--- config.mk ---
export PLATFORM = sky130hd
export DESIGN_NAME = pipe_stage_buf
export DESIGN_NICKNAME = d
export VERILOG_FILES = /design/src/rtl/pipe_stage_buf.sv
export SDC_FILE = /design/constraint.sdc
export NUM_CORES = 1
export LEC_CHECK = 0
export ABC_AREA = 1
export BUFFER_PORTS_ARGS = -buffer_cell sky130_fd_sc_hd__buf_2
export CORE_ASPECT_RATIO = 1.5
export CORE_MARGIN = 4
export CORE_UTILIZATION = 50
export DETAILED_ROUTE_END_ITERATION = 6
export PLACE_DENSITY = 0.77
export SYNTH_ARGS = -nofsm -noshare
export SYNTH_HDL_FRONTEND = slang
export SYNTH_SLANG_ARGS = --single-unit
--- constraint.sdc ---
create_clock -name clk -period 1.6 [get_ports clk]
set_clock_uncertainty 0.1 [all_clocks]
set_input_delay 0.08 -clock clk [delete_from_list [all_inputs] [get_ports clk]]
set_output_delay 0.08 -clock clk [all_outputs]
set_load 0.01 [all_outputs]
--- src/rtl/pipe_stage_buf.sv ---
`default_nettype none
// ============================================================================
//  Module      : pipe_stage_buf
//  Description : Elastic pipeline stage register with valid/ready handshake,
//                2-entry skid buffer, flush-to-NOP and a saturating
//                stall-cycle counter.
//  Revision    : 1.0 - initial release
// ============================================================================
module pipe_stage_buf #(
   parameter int                DATA_W   = 118,
   parameter logic [DATA_W-1:0] NOP_DATA = '0,
   parameter int                CNT_W    = 16
) (
   input  logic              clk,
   input  logic              rst,
   input  logic              flush,
   input  logic              in_valid,
   output logic              in_ready,
   input  logic [DATA_W-1:0] in_data,
   output logic              out_valid,
   input  logic              out_ready,
   output logic [DATA_W-1:0] out_data,
   output logic [1:0]        occupancy,
   output logic [CNT_W-1:0]  stall_cycles
);

   localparam logic [CNT_W-1:0] c_CNT_ONE = {{(CNT_W-1){1'b0}}, 1'b1};

   typedef enum logic [1:0] {
      S_EMPTY = 2'd0,
      S_ONE   = 2'd1,
      S_FULL  = 2'd2
   } state_t;

   state_t             r_state;
   logic [DATA_W-1:0]  r_main;
   logic [DATA_W-1:0]  r_skid;
   logic               r_out_valid;
   logic               r_in_ready;
   logic [1:0]         r_occ;
   logic [CNT_W-1:0]   r_stall;

   logic               w_in_fire;
   logic               w_out_fire;
   logic               w_cnt_max;

   // Handshake qualifiers; both are built only from registered state and the
   // partner's request, so no in->out or out_ready->in_ready path exists.
   assign w_in_fire  = in_valid & r_in_ready;
   assign w_out_fire = r_out_valid & out_ready;
   assign w_cnt_max  = &r_stall;

   assign in_ready     = r_in_ready;
   assign out_valid    = r_out_valid;
   assign out_data     = r_main;
   assign occupancy    = r_occ;
   assign stall_cycles = r_stall;

   // Entry storage and occupancy FSM; status outputs are registered alongside
   // the state so they change exactly with it. Empty slots always hold NOP.
   always_ff @(posedge clk or negedge rst) begin
      if (!rst) begin
         r_state     <= S_EMPTY;
         r_main      <= NOP_DATA;
         r_skid      <= NOP_DATA;
         r_out_valid <= 1'b0;
         r_in_ready  <= 1'b1;
         r_occ       <= 2'd0;
      end else if (flush) begin
         // Squash wins over any same-cycle capture; an out_fire this cycle
         // has already been taken by the downstream stage.
         r_state     <= S_EMPTY;
         r_main      <= NOP_DATA;
         r_skid      <= NOP_DATA;
         r_out_valid <= 1'b0;
         r_in_ready  <= 1'b1;
         r_occ       <= 2'd0;
      end else begin
         case (r_state)
            S_EMPTY: begin
               if (w_in_fire) begin
                  r_main      <= in_data;
                  r_state     <= S_ONE;
                  r_out_valid <= 1'b1;
                  r_occ       <= 2'd1;
               end
            end
            S_ONE: begin
               if (w_in_fire && w_out_fire) begin
                  r_main <= in_data;
               end else if (w_out_fire) begin
                  r_main      <= NOP_DATA;
                  r_state     <= S_EMPTY;
                  r_out_valid <= 1'b0;
                  r_occ       <= 2'd0;
               end else if (w_in_fire) begin
                  r_skid     <= in_data;
                  r_state    <= S_FULL;
                  r_in_ready <= 1'b0;
                  r_occ      <= 2'd2;
               end
            end
            S_FULL: begin
               // Skid entry is promoted only after the main entry leaves.
               if (w_out_fire) begin
                  r_main     <= r_skid;
                  r_skid     <= NOP_DATA;
                  r_state    <= S_ONE;
                  r_in_ready <= 1'b1;
                  r_occ      <= 2'd1;
               end
            end
            default: begin
               r_state     <= S_EMPTY;
               r_main      <= NOP_DATA;
               r_skid      <= NOP_DATA;
               r_out_valid <= 1'b0;
               r_in_ready  <= 1'b1;
               r_occ       <= 2'd0;
            end
         endcase
      end
   end

   // Saturating count of cycles where a valid output is blocked downstream.
   always_ff @(posedge clk or negedge rst) begin
      if (!rst) begin
         r_stall <= '0;
      end else if (r_out_valid && !out_ready && !flush && !w_cnt_max) begin
         r_stall <= r_stall + c_CNT_ONE;
      end
   end

endmodule
`default_nettype wire
# Word level (Yosys, flattened, before mapping)
# Index checks and enable logic that the tools add are counted.
dict set report word_totals {
  ff_bits 256
  word_cells 62
}
dict set report classes {
  addsub 1
  eq_ne 12
  muxes 28
  n_bitwise 2
  reduce_logical 13
}
# op n
set ops {}
lappend ops {{2-to-1 mux 118 bit} 8}
lappend ops {{case mux 118 bit (3 select lines)} 2}
lappend ops {{inequality test 3 bit, second input constant} 6}
lappend ops {{adder 16 x 1 -> 16 bit, second input constant} 1}
lappend ops {{AND reduction 16 bit} 1}
lappend ops {{2-to-1 mux 2 bit} 6}
lappend ops {{2-to-1 mux 1 bit} 9}
lappend ops {{inequality test 4 bit, second input constant} 2}
lappend ops {{AND reduction 4 bit} 2}
lappend ops {{case mux 1 bit (3 select lines)} 2}
lappend ops {{case mux 2 bit (3 select lines)} 1}
lappend ops {{AND reduction 5 bit} 1}
lappend ops {{logical AND 1 bit} 4}
lappend ops {{inequality test 2 bit, second input constant} 2}
lappend ops {{zero test 1 bit} 3}
lappend ops {{AND reduction 3 bit} 1}
lappend ops {{AND 1 bit} 2}
lappend ops {{equality test 2 x 1 -> 1 bit, second input constant} 1}
lappend ops {{equality test 2 bit, second input constant} 1}
lappend ops {{zero test 2 bit} 1}

# Depth between registers and ports, before layout
dict set report logic_depth {
  depth_word 6
  depth_mapped 10
  depth_no_buf 8
}

# Least setup slack after synthesis
# No wires, ideal clock.
dict set report synth_path {
  path_type {reg2reg}
  start {register r_stall[0] (netlist: stall_cycles[0])}
  end {register r_stall[9] (netlist: stall_cycles[9])}
  setup_time_ps 126
  arrival_time_ps 1551
  path_slack_ps -177
  path_stages_with_launch 10
  period_less_slack_ps 1777
  path_cell_list {dfrtp_1 ha_1 nand3_1 inv_1 nand3_1 nand2_1 nand2_1 buf_2 nand2_1 o21ai_0}
}
dict set report synth_via {
  elab_chain_cells 3
}
# element line
set synth_rtl {}
lappend synth_rtl {{from (decl)} 41} ;# logic [CNT_W-1:0] r_stall;
lappend synth_rtl {{from (signal assigned)} 130} ;# r_stall <= r_stall + c_CNT_ONE;
lappend synth_rtl {{branches (longest 3 deep; another with adder 16 x 1 -> 16 bit)} --}
# Several ways; the timed one is not identified.
# A chain may end at the register's enable or synchronous reset.

==> metrics.txt <==
top_reg_cell synth=dfrtp_1; via count=14300; Sink Count=256; initial antenna violation count=4; first-pass GRT wire length=just under 70 mm; Synth area leader=dfrtp_1; Clock Latency Late Sink=approximately 0.52 ns; H-tree levels=1; VDD IR max=between 1 and 1.5 mV; Cells after Synth=about 1600; met1 WL=between 15 and 20 mm; post-route ant nets=0; leakage=around 9.5 nW; post-synthesis sequential area ratio=just over 50%; global placement routability congestion=roughly 0.84; CP Capture Type=flop; Yosys reg bits=256; RSZ-0062 raised after global routing=true; Port Buffers=260; met3 WL post-DR=about 4.9 mm; top sig layer=met5; Pre-Repair DR Iteration Count=6; final hold violations=16; Slew Limit Fails=0; Row Count=70; Post-synth ARST share=100%; average wire per standard cell=roughly 21 µm; crit path max fanout=30; CTS tree=done; Synth top area share=51.4%; dpl ws=-0.100 ns; setup violators final=between 200 and 250; register-to-register path setup slack=-0.25 ns; Post-synth EDFFs=0; fin worst setup slack=-0.246 ns; Max Fclk=0.542 GHz; Mapped Area=around 12000 µm²; Final Util=77.0%; CTS buffer count=25; post-layout total power=just over 30 mW; top-count cell post-synth=nand2_1; Core ar.=24400 µm²; Mapped Nets=between 1500 and 2000; count of cell types in the netlist=23; RR Endpoint=out_data[4]; fraction of layout cells with a size suffix above 1=approximately 31%; FILL cells=between 1500 and 2000; worst reg2reg path depth=8; pin count of the biggest net entering global routing=59; WS Path Type=flop to flop; Synth top cells by count=nand2_1, dfrtp_1, nand3_1; Worst-path clk slew=around 0.070 ns; fin nets=approximately 2200; Multi-input gate area=~6000 µm²; synth warn=0; Power Dens Cells=1620 nW/µm²; deepest clock path buffer count=3; Req. time, crit path=about 1.9 ns; max_slew headroom=a little under 70%; register area=6410 µm²; initial drt markers=between 1500 and 2000; Min-Delay Path Class=input port to async pin; Reg2Reg Launch Point=occupancy[1]; die height=slightly above 200 µm; worst path arrival time=2.19 ns; Area contributors post-synth=dfrtp_1, nand2_1, nand3_1; gr usage total=between 30% and 40%; P&R area growth vs syn=51.4%; status=complete, but fails checks; Die ar.=around 27000 µm²; Die Wd=137 µm; global route total overflow=0; violated checks=hold timing, setup timing; mean cell area of the mapped netlist=~7.6 µm²; clock root buffer master=clkbuf_16; final hold slack=-0.0263 ns; Tmin final=1.85 ns; worst slew pin tran=about 0.46 ns; startpoint types=flop; met2 WL=roughly 24 mm; Routed WL=about 51 mm; Max Cap Viol=0; boundary pin count=about 260; period utilization=115%; hpwl dp=between 20 and 25 mm; drt via density=5.95; drc violations=0; Starting Density=~51%; number of global-route vias before repair=between 10000 and 15000
per-stage QoR:
step	instances	setup TNS (ns)	cell area, µm²
finish	2402	-32.27	18800
global route	2402	-47.90	18800
CTS	2357	-4.69	17200
detailed placement	2174	-7.94	14600
global placement	2174	-0.553	14600
floorplan	1625	-0.738	12600
power by group:
group | leakage [nW] | switching (mW) | internal, mW | total (mW)
Sequential | 3.45 | 1.37 | 8.42 | 9.79
Clock | 0.405 | 2.54 | 3.44 | 5.99
Combinational | 5.65 | 8.66 | 5.94 | 14.6
Total | 9.51 | 12.6 | 17.8 | 30.4
state kept, by name, summed over array words and instances, names as in the netlist:
register,count
in_ready,1
stall_cycles,16
out_valid,1
r_skid,118
occupancy,2
out_data,118
kinds of logic (layout without fill, tap and decap cells):
logic type / after synthesis / after routing / synth area share (%)
and+or+nand+nor: 931 / 932 / 30.4
other: 0 / 1 / 0
adders and majority gates: 1 / 1 / 0.101
xor gates and xnor gates: 7 / 7 / 0.494
AOI/OAI and AO/OA: 216 / 216 / 10.4
DFF: 256 / 256 / 51.6
buffers and inverters: 214 / 665 / 6.95
metal layers:
metal	GRT usage [%]	vias up
li1	-	6152
met1	36.5	6766
met2	51.6	1038
met3	5.39	337
met4	14.8	6
met5	0	-
layout make-up:
type | instances | share of cell area [%]
flip-flops and latches | 256 | 34.1
diodes | 1 | 0.0133
well taps | 324 | 2.16
repair buffers | 515 | 25.3
inverters | 106 | 2.24
multi-input cells | 1156 | 31.8
clock inverters | 5 | 0.279
clock buffers | 39 | 4.08
worst max-delay path by stage:
stage	start	end	slack, ns	depth (start not counted)
after floorplan	occupancy[0]	out_data[72]	-0.03	7
final	occupancy[1]	out_data[4]	-0.25	8
after global placement	in_ready	out_data[36]	-0.03	7
after global routing	occupancy[1]	out_data[4]	-0.31	8
after CTS	occupancy[1]	out_data[59]	-0.06	10
after detailed placement	occupancy[0]	r_skid[99]	-0.1	7
worst max-delay path, cell delays in order (launching register included):
cell     delay (ns)
dfrtp_1        0.44
inv_2          0.16
nand2_4        0.07
nor2_2         0.17
nand2_2        0.11
nand2_4        0.11
buf_4          0.33
nand2_1        0.14
nand2_1        0.13
placed cells by master (no fill, tap or decap), types with 4 or more instances in the layout:
cell type      instances
nand2_1              605
buf_2                259
dfrtp_1              252
nand3_1              193
dlygate4sd3_1        122
inv_1                 99
o211ai_1              85
o21ai_2               80
nand2_2               69
clkbuf_16             50
buf_4                 42
o21ai_1               35
buf_12                35
nand2_4               19
nor2_1                16
buf_16                13
o21ai_0               11
buf_6                 10
nand3_2                9
clkbuf_8               9
buf_8                  9
xor2_1                 7
nor2_4                 6
nand4_1                6
clkbuf_1               5
inv_2                  4
o21ai_4                4
what timing repair did:
action,in CTS,in global routing
hold buffers,122,0
buffers inserted,6,13
endpoints found under the hold margin,493,0
pin swaps,3,61
resized for setup,118,275
gates cloned,11,32
setup endpoints to repair,246,247
Note: power is estimated with default switching activity, not from simulation.
